===== config.mk =====
export PLATFORM = sky130hd
export DESIGN_NAME = eth_pcs_tx_scrambler
export DESIGN_NICKNAME = d
export VERILOG_FILES = /design/src/rtl/eth_pcs_tx_scrambler.sv
export SDC_FILE = /design/constraint.sdc
export NUM_CORES = 1
export LEC_CHECK = 0
export CAP_MARGIN = 15
export CORE_ASPECT_RATIO = 0.6
export CORE_MARGIN = 5
export CORE_UTILIZATION = 48
export CTS_BUF_LIST = sky130_fd_sc_hd__clkbuf_2
export DETAILED_ROUTE_END_ITERATION = 10
export DONT_BUFFER_PORTS = 1
export PLACE_DENSITY_LB_ADDON = 0.05
export SETUP_SLACK_MARGIN = 0.05
export SKIP_CTS_REPAIR_TIMING = 1
export SYNTH_ARGS = -nofsm -noshare
export SYNTH_HDL_FRONTEND = slang
export SYNTH_SLANG_ARGS = --single-unit

===== constraint.sdc =====
create_clock -name i_clk -period 1.97 [get_ports i_clk]
set_clock_uncertainty 0.05 [all_clocks]
set_input_delay 0.0985 -clock i_clk [delete_from_list [all_inputs] [get_ports i_clk]]
set_output_delay 0.0985 -clock i_clk [all_outputs]
set_load 0.03 [all_outputs]

===== src/rtl/eth_pcs_tx_scrambler.sv =====
`default_nettype none
// ============================================================================
// Module   : eth_pcs_tx_scrambler
// Purpose  : 64b/66b TX scrambler. It takes whole 66-bit blocks from the
//            encoder over a valid/ready handshake and splits each block into
//            two 32-bit transfers. The payload is scrambled with the
//            self-synchronous polynomial 1 + x^39 + x^58, and the sync header
//            passes through unscrambled. Transfers are issued in lockstep
//            with the gearbox clock enable and transfer phase. When no block
//            is ready, an idle block is inserted.
// Ports    : i_clk, i_reset            clock, synchronous active-high reset
//            i_blk_valid/o_blk_ready   encoder handshake
//            i_blk_sync, i_blk_data    block header / payload (bit 0 first)
//            i_bypass                  1 = pass payload unscrambled
//            i_gb_clk_en, i_gb_trans_cnt  gearbox consume strobe / phase
//            o_sync_data, o_scr_data   header and data word to gearbox
//            o_underflow, o_align_err  one-cycle event pulses
// Revision : 1.0 - initial release
// ============================================================================
module eth_pcs_tx_scrambler #(
    parameter int unsigned         W_DATA    = 32,
    parameter int unsigned         W_SYNC    = 2,
    parameter int unsigned         W_BLK     = 64,
    parameter logic [57:0]         SCR_SEED  = 58'h3FF_FFFF_FFFF_FFFF,
    parameter logic [W_SYNC-1:0]   IDLE_SYNC = 2'b01,
    parameter logic [W_BLK-1:0]    IDLE_BLK  = 64'h0000_0000_0000_001E
) (
    input  logic                i_clk,
    input  logic                i_reset,
    input  logic                i_blk_valid,
    output logic                o_blk_ready,
    input  logic [W_SYNC-1:0]   i_blk_sync,
    input  logic [W_BLK-1:0]    i_blk_data,
    input  logic                i_bypass,
    input  logic                i_gb_clk_en,
    input  logic                i_gb_trans_cnt,
    output logic [W_SYNC-1:0]   o_sync_data,
    output logic [W_DATA-1:0]   o_scr_data,
    output logic                o_underflow,
    output logic                o_align_err
);

    localparam int unsigned c_W_HOLD = W_SYNC + W_BLK;

    // Skid register and output-side state
    logic [c_W_HOLD-1:0] hold_q,       hold_d;
    logic                hold_valid_q, hold_valid_d;
    logic [W_DATA-1:0]   cur_hi_q,     cur_hi_d;
    logic                half_q,       half_d;
    logic [57:0]         scr_q,        scr_d;
    logic [W_SYNC-1:0]   sync_q,       sync_d;
    logic [W_DATA-1:0]   data_q,       data_d;
    logic                underflow_q,  underflow_d;
    logic                align_err_q,  align_err_d;

    logic                w_load_half0;
    logic                w_accept;
    logic [c_W_HOLD-1:0] w_blk;
    logic [W_DATA-1:0]   w_word;
    logic [W_DATA-1:0]   w_word_scr;
    logic [57:0]         w_scr_next;

    // The gearbox phase decides which half is loaded. A mismatch with
    // half_q is reported, but the gearbox phase is always followed.
    assign w_load_half0 = i_gb_clk_en & i_gb_trans_cnt;
    assign o_blk_ready  = ~hold_valid_q | w_load_half0;
    assign w_accept     = i_blk_valid & o_blk_ready;

    // Block entering the output: held block if present, else an idle block
    assign w_blk  = hold_valid_q ? hold_q : {IDLE_SYNC, IDLE_BLK};
    assign w_word = i_gb_trans_cnt ? w_blk[W_DATA-1:0] : cur_hi_q;

    // Bit-serial scrambler unrolled over one word. Each output bit is fed back
    // before the next bit is computed. Bit 0 is the first bit on the line.
    always_comb begin
        w_scr_next = scr_q;
        w_word_scr = w_word;
        if (!i_bypass) begin
            for (int i = 0; i < int'(W_DATA); i++) begin
                w_word_scr[i] = w_word[i] ^ w_scr_next[38] ^ w_scr_next[57];
                w_scr_next    = {w_scr_next[56:0], w_word_scr[i]};
            end
        end
    end

    always_comb begin
        hold_d       = hold_q;
        hold_valid_d = hold_valid_q;
        cur_hi_d     = cur_hi_q;
        half_d       = half_q;
        scr_d        = scr_q;
        sync_d       = sync_q;
        data_d       = data_q;
        underflow_d  = 1'b0;
        align_err_d  = 1'b0;

        if (i_gb_clk_en) begin
            align_err_d = (half_q != i_gb_trans_cnt);
            data_d      = w_word_scr;
            scr_d       = w_scr_next;
            if (i_gb_trans_cnt) begin
                sync_d       = w_blk[c_W_HOLD-1 -: W_SYNC];
                cur_hi_d     = w_blk[W_BLK-1 -: W_DATA];
                half_d       = 1'b0;
                underflow_d  = ~hold_valid_q;
                hold_valid_d = 1'b0;
            end else begin
                half_d = 1'b1;
            end
        end

        // A refill in the same cycle as the drain keeps the skid full
        if (w_accept) begin
            hold_d       = {i_blk_sync, i_blk_data};
            hold_valid_d = 1'b1;
        end
    end

    always_ff @(posedge i_clk) begin
        if (i_reset) begin
            hold_q       <= '0;
            hold_valid_q <= 1'b0;
            cur_hi_q     <= IDLE_BLK[W_BLK-1 -: W_DATA];
            half_q       <= 1'b0;
            scr_q        <= SCR_SEED;
            sync_q       <= IDLE_SYNC;
            data_q       <= IDLE_BLK[W_DATA-1:0];
            underflow_q  <= 1'b0;
            align_err_q  <= 1'b0;
        end else begin
            hold_q       <= hold_d;
            hold_valid_q <= hold_valid_d;
            cur_hi_q     <= cur_hi_d;
            half_q       <= half_d;
            scr_q        <= scr_d;
            sync_q       <= sync_d;
            data_q       <= data_d;
            underflow_q  <= underflow_d;
            align_err_q  <= align_err_d;
        end
    end

    assign o_sync_data = sync_q;
    assign o_scr_data  = data_q;
    assign o_underflow = underflow_q;
    assign o_align_err = align_err_q;

endmodule
`default_nettype wire


Word level (Yosys, flattened, before mapping):

Index checks and enable logic that the tools add are counted.

* reduce and logical (&&, ||, !) cells: 7
* eq/ne operators: 1
* bitwise logic cells: 71
* mux-type cells: 7

Operator list (number)
* 2-to-1 mux 66 bit: 1
* 2-to-1 mux 32 bit: 2
* bitwise XOR 1 bit: 64
* AND reduction 2 bit: 3
* 2-to-1 mux 1 bit: 4
* NOT 1 bit: 4
* nonzero test 2 bit: 2
* OR reduction 3 bit: 1
* AND 1 bit: 2
* OR reduction 2 bit: 1
* != test 1 bit: 1
* bitwise OR 1 bit: 1

* input bits: 72
* output and inout bits: 37
* flip-flop bits (word level): 194

Longest topological paths before layout:

* depth after elaboration: 5
* mapped depth: 7

Least setup slack after synthesis:

Ideal clock, no wire load.

* kind: register -> register
* start: register hold_valid_q
* end: register hold_q[57]
* data arrival time: 1.364 ns
* path slack: 0.485 ns
* period minus slack after synthesis: 1.485 ns
* required time: 1.850 ns
* cell stages (with the launch flop): 7
* path through: dfxtp_1 buf_2 a21boi_2 inv_2 clkbuf_1 nand3_1 a21oi_1

* word-level cells in the longest chain between the ends: 3

RTL lines
* from (decl): line 47 `logic hold_valid_q, hold_valid_d;`
* from (signal assigned): line 132 `hold_valid_q <= hold_valid_d;`
* NOT 1 bit: line 66 `assign o_blk_ready = ~hold_valid_q | w_load_half0;`
* bitwise OR 1 bit: line 66
* via o_blk_ready: line 31 `output logic o_blk_ready,`
* AND 1 bit: line 67 `assign w_accept = i_blk_valid & o_blk_ready;`
* to (signal assigned): line 131 `hold_q <= hold_d;`
* to (decl): line 46 `logic [c_W_HOLD-1:0] hold_q, hold_d;`

The timed path passes the listed nets, and every way through them passes these cells.
A chain may end at the register's enable or synchronous reset.

Worst setup path after layout:

* start: register hold_valid_q
* end: output port o_blk_ready

* word-level cells in the longest chain between the ends: 2

RTL lines (line)
* NOT 1 bit: 66
* bitwise OR 1 bit: 66
* to (decl): 31

Every way passes these cells.

==> qor.csv <==
metric;value;unit
via_per_inst;6.03;
p_per_area;686;nW/um2
dp_cells;1322;
synth_area;9680;um2
overflow;0;
sw_frac_of_total;30.0;%
ys_types;38;
htree_levels;4;
die_y;120;um
cts_sinks;194;
path_cells;a21boi_4 -> clkinv_8 -> buf_16 -> buf_8;
p_clk_share;26.6;%
crit_arrival;1840;ps
clk_path_buf_depth;2;
drt_iter0_drc;782;
gp_congestion;0.811;
root_buffer;clkbuf_2;
start_util;48.6;%
hpwl;18.9;mm
synth_enable_flop_cells;0;
timing.final.crit_share;101;%
fin_ws;-16.5;ps
total_power;7.63;mW
final_area;11100;um2
clk_pin_slew;250;ps
synth-seq-cells;194;
drt_wl_total;30.7;mm
clk_latency;800;ps
fin_setup_tns;-16.5;ps
hold_path_class;input pin to register;
status;finished, violations left;
grt_pass1_wl;45.4;mm
reg2reg_depth;4;
endpoint_kind;output port;
grt_usage;24.6;%
crit_path_start_kind;register;
hold_viol_final;176;
yosysWarnings;0;
fin_hold_ws;-708;ps
fin_nets;1256;
r2r_end;scr_q[34];
max-vdd-ir-drop;0.000395;V
grt_max_degree;198;
tritoncts;yes;
violations;hold timing, setup timing;
min_path_cells;1;
seq_area_frac_synth;40.1;%
port_buffers;0;
core_area;19900;um2
route.detailed.drc;0;
io_pins;109;
grt_pass1_vias;7605;
internal-power;5.34;mW
tightest_slew;691;ps
wl_per_cell;20.9;um
synth_fp_nets;1221;
drive_above_1_share;9.05;%
worstPathRequired;1820;ps
worstHoldStart;i_reset;
max_stage_delay;410;ps
rrSetupSlack;100;ps
die-area;23200;um2
post-route-util;55.9;%
drtPass1Iterations;5;
dr_total_vias;8851;
relSlewSlack;53.9;%
syn2layout_area_growth;14.9;%
p_comb_share;14.4;%
setup_viol;1;
fmax;0.503;GHz
async_flop_share;0;%
p_leak;3.77;nW
p_sw;2.29;mW
antenna_found_initial;1;
crit_fanout;4;
stdcell_count;1467;
holdPathEnd;hold_q[18];
cts_made_buffers;17;
post-route-min-period;1990;ps
dp_slack;245;ps
critPathSlowestCell;dfxtp_4;
post_dp_cell_area;9700;um2
synth_cells;1149;
fillers;1916;
die_w;193;um
ant_nets;0;
worstReg2RegStart;scr_q[34];
synth_flop_cell;dfxtp_1;
rsz0062_at_grt;true;
max_cap_viol_count;0;
synth.avg_cell_area;8.43;um2
worstSetupPathType;register to output port;
slew_violations;0;
num_rows;40;
seqPwrFrac;59.1;%
## layout by cell type (no fill, tap or decap), types with 5 or more instances in the layout
| cell | synthesis | routed |
|---|---|---|
| and4_1 | 5 | 5 |
| a211oi_1 | 32 | 32 |
| dfxtp_1 | 194 | 193 |
| nand2b_1 | 30 | 30 |
| a21oi_1 | 112 | 112 |
| nand3b_1 | 31 | 31 |
| a221oi_2 | 20 | 20 |
| o21ai_1 | 20 | 20 |
| buf_4 | 9 | 17 |
| clkbuf_2 | 0 | 20 |
| and2_1 | 29 | 29 |
| nand3_1 | 127 | 127 |
| nor2_1 | 31 | 31 |
| a211oi_2 | 28 | 28 |
| xnor2_1 | 29 | 29 |
| a221oi_1 | 8 | 8 |
| dlygate4sd3_1 | 0 | 107 |
| nand4_1 | 28 | 28 |
| buf_12 | 0 | 6 |
| o221ai_1 | 28 | 28 |
| xor2_1 | 32 | 32 |
| nand2_1 | 114 | 114 |
| and4b_1 | 28 | 28 |
| o21ai_0 | 46 | 46 |
| nor3_1 | 34 | 34 |
## metal layers
metal	up-vias	share of wire [%]	global-route usage (%)
met5	-	0	0
met2	296	43	35.5
met1	4267	49	37.2
li1	4265	-	-
met3	23	6.8	5.67
met4	0	1.2	5.48
## cell usage after synthesis, types with 3 or more instances
cell type,instances,area share [%]
xnor2_1,29,2.6
nand2_1,114,4.4
buf_6,3,0.35
and4_1,5,0.45
xor2_1,32,2.9
nor2_1,31,1.2
and4b_1,28,2.9
nor4_1,4,0.26
buf_4,9,0.70
o21ai_1,20,1.0
clkbuf_1,57,2.2
buf_1,11,0.43
o31ai_1,4,0.31
nand4_1,28,1.8
o221ai_1,28,2.5
a211oi_2,28,3.6
nand2b_1,30,1.9
and2_1,29,1.9
or2_1,4,0.26
nand3_1,127,6.6
nor3_1,34,1.8
a221oi_2,20,3.1
o21ai_0,46,2.4
buf_2,38,2.0
a221oi_1,8,0.72
nand3b_1,31,2.4
and3_1,4,0.26
a21oi_1,112,5.8
a211oi_1,32,2.5
dfxtp_1,194,40
## registers in the layout, indices dropped and copies added (netlist names)
| signal | cells |
|---|---|
| hold_valid_q | 1 |
| o_underflow | 1 |
| scr_q | 58 |
| half_q | 1 |
| hold_q | 66 |
| o_sync_data | 2 |
| o_align_err | 1 |
| cur_hi_q | 32 |
| o_scr_data | 32 |
## final cells by class
type	instances	area, um2	area share, %
antenna	1	2.50	0.0225
clock buffer	20	100	0.899
clock inverter	8	115	1.03
inverter	3	23.8	0.214
multi-input combinational	834	5260	47.3
sequential	194	3890	34.9
tap	273	342	3.07
timing repair buffer	133	1390	12.5
timing repair inverter	1	8.76	0.0787
## how the worst max path moves through the flow
stage / cells past startpoint / endpoint / from
floorplan: 6 / hold_q[57] / hold_valid_q
global placement: 4 / o_scr_data[3] / hold_valid_q
detailed placement: 4 / o_scr_data[4] / hold_valid_q
CTS: 4 / o_blk_ready / hold_valid_q
global route: 4 / o_blk_ready / hold_valid_q
finish: 4 / o_blk_ready / hold_valid_q
## worst max-delay path: cells and delay by family, from the launching register on
kind / cells / cell delay [ps]
buffers and inverters: 3 / 370
flip-flops: 1 / 410
AO/OA/AOI/OAI: 1 / 270
## power by group through the flow
stage / combinational, mW / sequential, mW / clock, mW
final: 1.10 / 4.50 / 2.03
after global routing: 1.21 / 4.53 / 2.23
after CTS: 0.888 / 4.50 / 2.06
after detailed placement: 0.883 / 4.58 / 0
after global placement: 0.879 / 4.57 / 0
after floorplan: 0.844 / 4.44 / 0
## kinds of logic after synthesis
logic type / share of synthesized area [%]
xor gates and xnor gates: 5.52
DFF: 40.1
buffers and inverters: 5.76
AOI/OAI and AO/OA: 22.2
and+or+nand+nor: 26.5
(Power assumes the default switching activity.)
